==> src/rtl/reg_file_scoreboard_pkg.sv <==
// Shared SimpleRISC register-file constants and types.
package simplerisc_pkg;

    localparam int unsigned DATA_W   = 32;
    localparam int unsigned NUM_REGS = 16;
    localparam int unsigned ADDR_W   = $clog2(NUM_REGS);

    typedef logic [DATA_W-1:0]   data_t;
    typedef logic [ADDR_W-1:0]   addr_t;
    typedef logic [NUM_REGS-1:0] busy_t;

    localparam addr_t REG_RA = 4'd15;
    localparam addr_t REG_SP = 4'd14;

endpackage

==> src/rtl/reg_file_scoreboard_if.sv <==
// Operand-fetch / write-back bus into the register file and scoreboard.
interface reg_file_scoreboard_if import simplerisc_pkg::*; ();

    addr_t rd_addr1;
    addr_t rd_addr2;
    data_t rd_data1;
    data_t rd_data2;
    logic  write_en;
    addr_t write_addr;
    data_t write_data;
    logic  issue_valid;
    logic  issue_use1;
    logic  issue_use2;
    logic  issue_wb;
    addr_t issue_dest;
    logic  stall;
    busy_t busy;

    modport master (
        output rd_addr1, rd_addr2, write_en, write_addr, write_data,
        output issue_valid, issue_use1, issue_use2, issue_wb, issue_dest,
        input  rd_data1, rd_data2, stall, busy
    );

    modport slave (
        input  rd_addr1, rd_addr2, write_en, write_addr, write_data,
        input  issue_valid, issue_use1, issue_use2, issue_wb, issue_dest,
        output rd_data1, rd_data2, stall, busy
    );

endinterface

==> src/rtl/reg_file_scoreboard_sb.sv <==
// Pending-write scoreboard: busy vector and RAW/WAW stall generation.
module reg_scoreboard import simplerisc_pkg::*; (
    input  logic  clk,
    input  logic  reset,
    input  logic  write_en,
    input  addr_t write_addr,
    input  addr_t rd_addr1,
    input  addr_t rd_addr2,
    input  logic  issue_valid,
    input  logic  issue_use1,
    input  logic  issue_use2,
    input  logic  issue_wb,
    input  addr_t issue_dest,
    output logic  stall,
    output busy_t busy
);

    busy_t busy_q;
    busy_t busy_d;
    logic  src_haz1;
    logic  src_haz2;
    logic  waw;
    logic  accept;

    always_comb begin
        // A write-back landing this cycle resolves the hazard on its index.
        src_haz1 = issue_use1 && busy_q[rd_addr1] && !(write_en && (write_addr == rd_addr1));
        src_haz2 = issue_use2 && busy_q[rd_addr2] && !(write_en && (write_addr == rd_addr2));
        waw      = issue_wb && busy_q[issue_dest] && !(write_en && (write_addr == issue_dest));
        stall    = issue_valid && (src_haz1 || src_haz2 || waw);
        accept   = issue_valid && !stall;

        busy_d = busy_q;
        if (write_en) begin
            busy_d[write_addr] = 1'b0;
        end
        if (accept && issue_wb) begin
            busy_d[issue_dest] = 1'b1;
        end
    end

    always_ff @(posedge clk) begin
        if (reset) begin
            busy_q <= '0;
        end else begin
            busy_q <= busy_d;
        end
    end

    assign busy = busy_q;

endmodule

==> src/rtl/reg_file_scoreboard.sv <==
// Architectural register file with write-to-read bypass and pending-write scoreboard.
module reg_file_scoreboard import simplerisc_pkg::*; (
    input logic                  clk,
    input logic                  reset,
    reg_file_scoreboard_if.slave bus
);

    data_t regs_q [NUM_REGS];

    always_ff @(posedge clk) begin
        if (reset) begin
            regs_q <= '{default: '0};
        end else if (bus.write_en) begin
            regs_q[bus.write_addr] <= bus.write_data;
        end
    end

    always_comb begin
        bus.rd_data1 = regs_q[bus.rd_addr1];
        bus.rd_data2 = regs_q[bus.rd_addr2];
        if (bus.write_en && (bus.write_addr == bus.rd_addr1)) begin
            bus.rd_data1 = bus.write_data;
        end
        if (bus.write_en && (bus.write_addr == bus.rd_addr2)) begin
            bus.rd_data2 = bus.write_data;
        end
    end

    reg_scoreboard u_scoreboard (
        .clk         (clk),
        .reset       (reset),
        .write_en    (bus.write_en),
        .write_addr  (bus.write_addr),
        .rd_addr1    (bus.rd_addr1),
        .rd_addr2    (bus.rd_addr2),
        .issue_valid (bus.issue_valid),
        .issue_use1  (bus.issue_use1),
        .issue_use2  (bus.issue_use2),
        .issue_wb    (bus.issue_wb),
        .issue_dest  (bus.issue_dest),
        .stall       (bus.stall),
        .busy        (bus.busy)
    );

endmodule

==> src/flat_wrapper.sv <==
// flat-port wrapper written by rule: the top's interface ports become plain ports
module reg_file_scoreboard_flat import simplerisc_pkg::*;
  (clk, reset, bus_rd_addr1, bus_rd_addr2, bus_write_en, bus_write_addr, bus_write_data, bus_issue_valid, bus_issue_use1, bus_issue_use2, bus_issue_wb, bus_issue_dest, bus_rd_data1, bus_rd_data2, bus_stall, bus_busy);
  reg_file_scoreboard_if bus_i ();
  input logic clk;
  input logic reset;
  input wire logic [$bits(bus_i.rd_addr1)-1:0] bus_rd_addr1;
  input wire logic [$bits(bus_i.rd_addr2)-1:0] bus_rd_addr2;
  input wire logic [$bits(bus_i.write_en)-1:0] bus_write_en;
  input wire logic [$bits(bus_i.write_addr)-1:0] bus_write_addr;
  input wire logic [$bits(bus_i.write_data)-1:0] bus_write_data;
  input wire logic [$bits(bus_i.issue_valid)-1:0] bus_issue_valid;
  input wire logic [$bits(bus_i.issue_use1)-1:0] bus_issue_use1;
  input wire logic [$bits(bus_i.issue_use2)-1:0] bus_issue_use2;
  input wire logic [$bits(bus_i.issue_wb)-1:0] bus_issue_wb;
  input wire logic [$bits(bus_i.issue_dest)-1:0] bus_issue_dest;
  output wire logic [$bits(bus_i.rd_data1)-1:0] bus_rd_data1;
  output wire logic [$bits(bus_i.rd_data2)-1:0] bus_rd_data2;
  output wire logic [$bits(bus_i.stall)-1:0] bus_stall;
  output wire logic [$bits(bus_i.busy)-1:0] bus_busy;
  assign bus_i.rd_addr1 = bus_rd_addr1;
  assign bus_i.rd_addr2 = bus_rd_addr2;
  assign bus_i.write_en = bus_write_en;
  assign bus_i.write_addr = bus_write_addr;
  assign bus_i.write_data = bus_write_data;
  assign bus_i.issue_valid = bus_issue_valid;
  assign bus_i.issue_use1 = bus_issue_use1;
  assign bus_i.issue_use2 = bus_issue_use2;
  assign bus_i.issue_wb = bus_issue_wb;
  assign bus_i.issue_dest = bus_issue_dest;
  assign bus_rd_data1 = bus_i.rd_data1;
  assign bus_rd_data2 = bus_i.rd_data2;
  assign bus_stall = bus_i.stall;
  assign bus_busy = bus_i.busy;
  reg_file_scoreboard u_core (.clk(clk), .reset(reset), .bus(bus_i));
endmodule
==> config.mk <==
export PLATFORM = sky130hd
export DESIGN_NAME = reg_file_scoreboard_flat
export DESIGN_NICKNAME = d
export VERILOG_FILES = /design/src/rtl/reg_file_scoreboard_pkg.sv /design/src/rtl/reg_file_scoreboard_if.sv /design/src/rtl/reg_file_scoreboard_sb.sv /design/src/rtl/reg_file_scoreboard.sv /design/src/flat_wrapper.sv
export SDC_FILE = /design/constraint.sdc
export NUM_CORES = 1
export LEC_CHECK = 0
export ABC_CLOCK_PERIOD_IN_PS = 2000
export CORE_ASPECT_RATIO = 0.9
export CORE_UTILIZATION = 55
export CTS_CLUSTER_DIAMETER = 200
export DETAILED_ROUTE_END_ITERATION = 6
export GPL_TIMING_DRIVEN = 0
export PLACE_DENSITY = 0.77
export SLEW_MARGIN = 20
export SYNTH_ARGS = -nofsm -noshare
export SYNTH_HDL_FRONTEND = slang
export SYNTH_SLANG_ARGS = --single-unit
==> constraint.sdc <==
create_clock -name clk -period 2 [get_ports clk]
set_input_delay 0.2 -clock clk [delete_from_list [all_inputs] [get_ports clk]]
set_output_delay 0.2 -clock clk [all_outputs]
set_load 0.01 [all_outputs]
==> reports/qor.yml <==
final_cells: 3822
grt_max_degree: 16
place_inst: 3668
end_kind: "output port"
firstDrtPassIters: 7
path_clk_slew_ns: 0.07
vias: 26200
antenna_found_initial: 6
r2r_end: "u_core.u_scoreboard.busy[12]"
path_class: "flip-flop to output port"
clkPwrFrac_pct: 45.9
grt_pass1_vias: 25400
drc_errors: 1
syn_area_sq_um: 27500
power_density_nw_per_um2: 757
synth_warnings: 0
reg2reg_slack_ns: 0.12
worstHoldPathType: "input pin to flip-flop"
status: "finished with violations"
wl_um: 108000
worst_pin_slew_ns: 1.08
worst-r2r-cell-count: 7
core-area_sq_um: 49200
layout-drive-gt1-share_pct: 25.8
syn_to_final_growth_pct: 18.0
synth.largest_area_cell: "dfxtp_1"
clock.fmax_ghz: 0.375
grt_remaining_overflow: 0
synth-seq-cells: 528
cp-start-kind: "flip-flop"
die_x_um: 238
cpMaxStageDelayCell: "mux4_2"
slew_headroom_pct: 27.9
timing.final.crit_share_pct: 133
cpMostUsedCell: "mux4_2"
avgSynthCellArea_sq_um: 9.47
first_iter_violations: 4373
syn_nets: 2962
required_ns: 1.80
holdPathStages: 3
violations: "DRC, setup timing"
port_buffers: 90
io_pins: 136
cp-startpoint: "u_core.regs_q[130]"
cp_max_fo: 3
cts_root_buf: "clkbuf_16"
place.gp.congestion: 1.03
period_minus_slack_ns: 2.67
p_leak_nw: 10.8
synth_cell_types: 35
num-nets-final: 3157
setup_slack_ns: -0.666
setup_viol: 67
clk_latency_ns: 0.65
synth_area_leaders: "dfxtp_1 38%, mux4_2 27%, nand2_1 14%"
slew_violations: 0
ys_seq_area_share_pct: 38.4
combPwrFrac_pct: 10.4
die_area_sq_um: 51000
rr_startpoint: "u_core.u_scoreboard.busy[4]"
cp.arrival_ns: 2.47
skew_ns: 0.00904
yosysTopAreaCellShare_pct: 38.4
seqPwrFrac_pct: 43.7
htreeDepth: 2
min_from: "bus_write_data[15]"
start_util_pct: 55.9
grt_usage_pct: 41.7
rsz0062_at_grt: "yes"
hold-path-endpoint: "u_core.regs_q[399]"
p_sw_share_pct: 26.1
ir_drop_uv: 687
synth_cells: 2907
crit_path_cell_trace: "mux4_2 > mux4_2 > mux2_4 > buf_6"
std_cell_rows: 77
internal-power_mw: 18.2
cts_tree: "done"
clk_path_buf_depth: 3
clock-sinks: 528
cts_buffers: 55
via_per_inst: 6.85
detail-route-antenna-nets: 0
grt_pass1_wl_um: 157000
die_y_um: 214
wl_per_cell_um: 28.3
dp_hpwl_um: 72800
critPathMaxStageDelay_ns: 0.54
total_power_mw: 24.6
hold_viol: 0
switchingPower_mw: 6.42
maxCapViolCount: 0
[synth_stat cells (all sizes together)]
master	number
nor3b	4
nor2b	2
o41ai	1
or2	1
nand3b	25
o21a	1
xnor2	3
o32ai	1
mux2i	6
a21oi	512
nand2b	2
and3b	1
inv	3
nor2	15
nand3	13
nor4	2
nand2	1042
or3b	1
and3	2
o31ai	16
nor3	6
mux4	332
clkbuf	269
mux2	67
xor2	9
dfxtp	528
buf	43
[repair_timing]
item,in CTS,in global routing
pin swaps,4,3
resized for setup,523,121
hold buffers,28,0
setup endpoints to repair,417,341
hold endpoints to repair,140,0
buffers inserted,16,5
[power by group through the flow]
stage               Combinational [mW]  Clock (mW)  Sequential [mW]
floorplan                         1.48           0             11.0
global placement                  2.27           0             11.0
detailed placement                2.31           0             11.0
CTS                               2.44        11.1             10.7
global route                      2.62        11.6             10.8
finish                            2.57        11.3             10.7
[metal layers]
metal	wire [um]	track usage (%)
met3	18200	14.6
met5	23	0.284
met1	36300	53.3
met4	6880	23.6
met2	46800	61.4
[critical path: cells and delay by family (launching register included)]
kind | cells | cell delay, ns
buffers and inverters | 1 | 0.12
muxes | 3 | 1.37
DFF | 1 | 0.33
[final cells by class]
type	count	area [sq um]
Fill cell	3782	16700
Multi-Input combinational cell	2064	15700
Sequential cell	528	10700
Buffer	311	1810
Clock buffer	81	1630
Timing Repair Buffer	139	1400
Tap cell	671	840
Clock inverter	21	324
Inverter	3	15.0
Antenna cell	4	10.0
[flip-flops by register name, indices dropped and copies added (netlist names)]
signal,cells
u_core.regs_q,512
u_core.u_scoreboard.busy,16
[logic make-up after synthesis]
logic type | synth area share [%]
flops | 38.4
compound gates | 9.90
buf+inv | 5.19
mux | 30.2
simple gates | 15.9
xor+xnor | 0.382
[cell usage in the layout (no fill, tap or decap), drive strengths merged, types with 7 or more instances in the layout]
| cell | n |
|---|---|
| clkinv | 7 |
| a21oi | 512 |
| clkdlybuf4s50 | 23 |
| mux4 | 332 |
| nand2 | 1042 |
| mux2 | 67 |
| nor2 | 15 |
| clkbuf | 342 |
| xor2 | 9 |
| nand3 | 13 |
| o31ai | 16 |
| dlygate4sd3 | 28 |
| nand3b | 25 |
| bufinv | 7 |
| buf | 136 |
| dfxtp | 528 |
[metrics by stage]
step	TNS (ns)	util (%)	setup WS [ns]	hold slack, ns	cell area [sq um]
after floorplan	-3.13	-	-0.0507	0.436	27700
after global placement	-485.08	59.8	-1.91	0.448	29400
after detailed placement	-506.80	59.8	-1.91	0.456	29400
after CTS	-37.11	65.6	-0.626	0.00383	32300
after global routing	-38.36	66.0	-0.655	0.0390	32500
final	-38.58	66.0	-0.666	0.0109	32500
[worst max path at each step]
stage | to | slack (ns) | depth (start not counted)
after floorplan | bus_rd_data1[0] | -0.05 | 6
after global placement | bus_rd_data1[22] | -1.91 | 7
after detailed placement | bus_rd_data2[14] | -1.91 | 7
after CTS | bus_rd_data2[5] | -0.63 | 4
after global routing | bus_rd_data2[5] | -0.65 | 4
final | bus_rd_data2[2] | -0.67 | 4
Power figures use the tool's default switching activity.
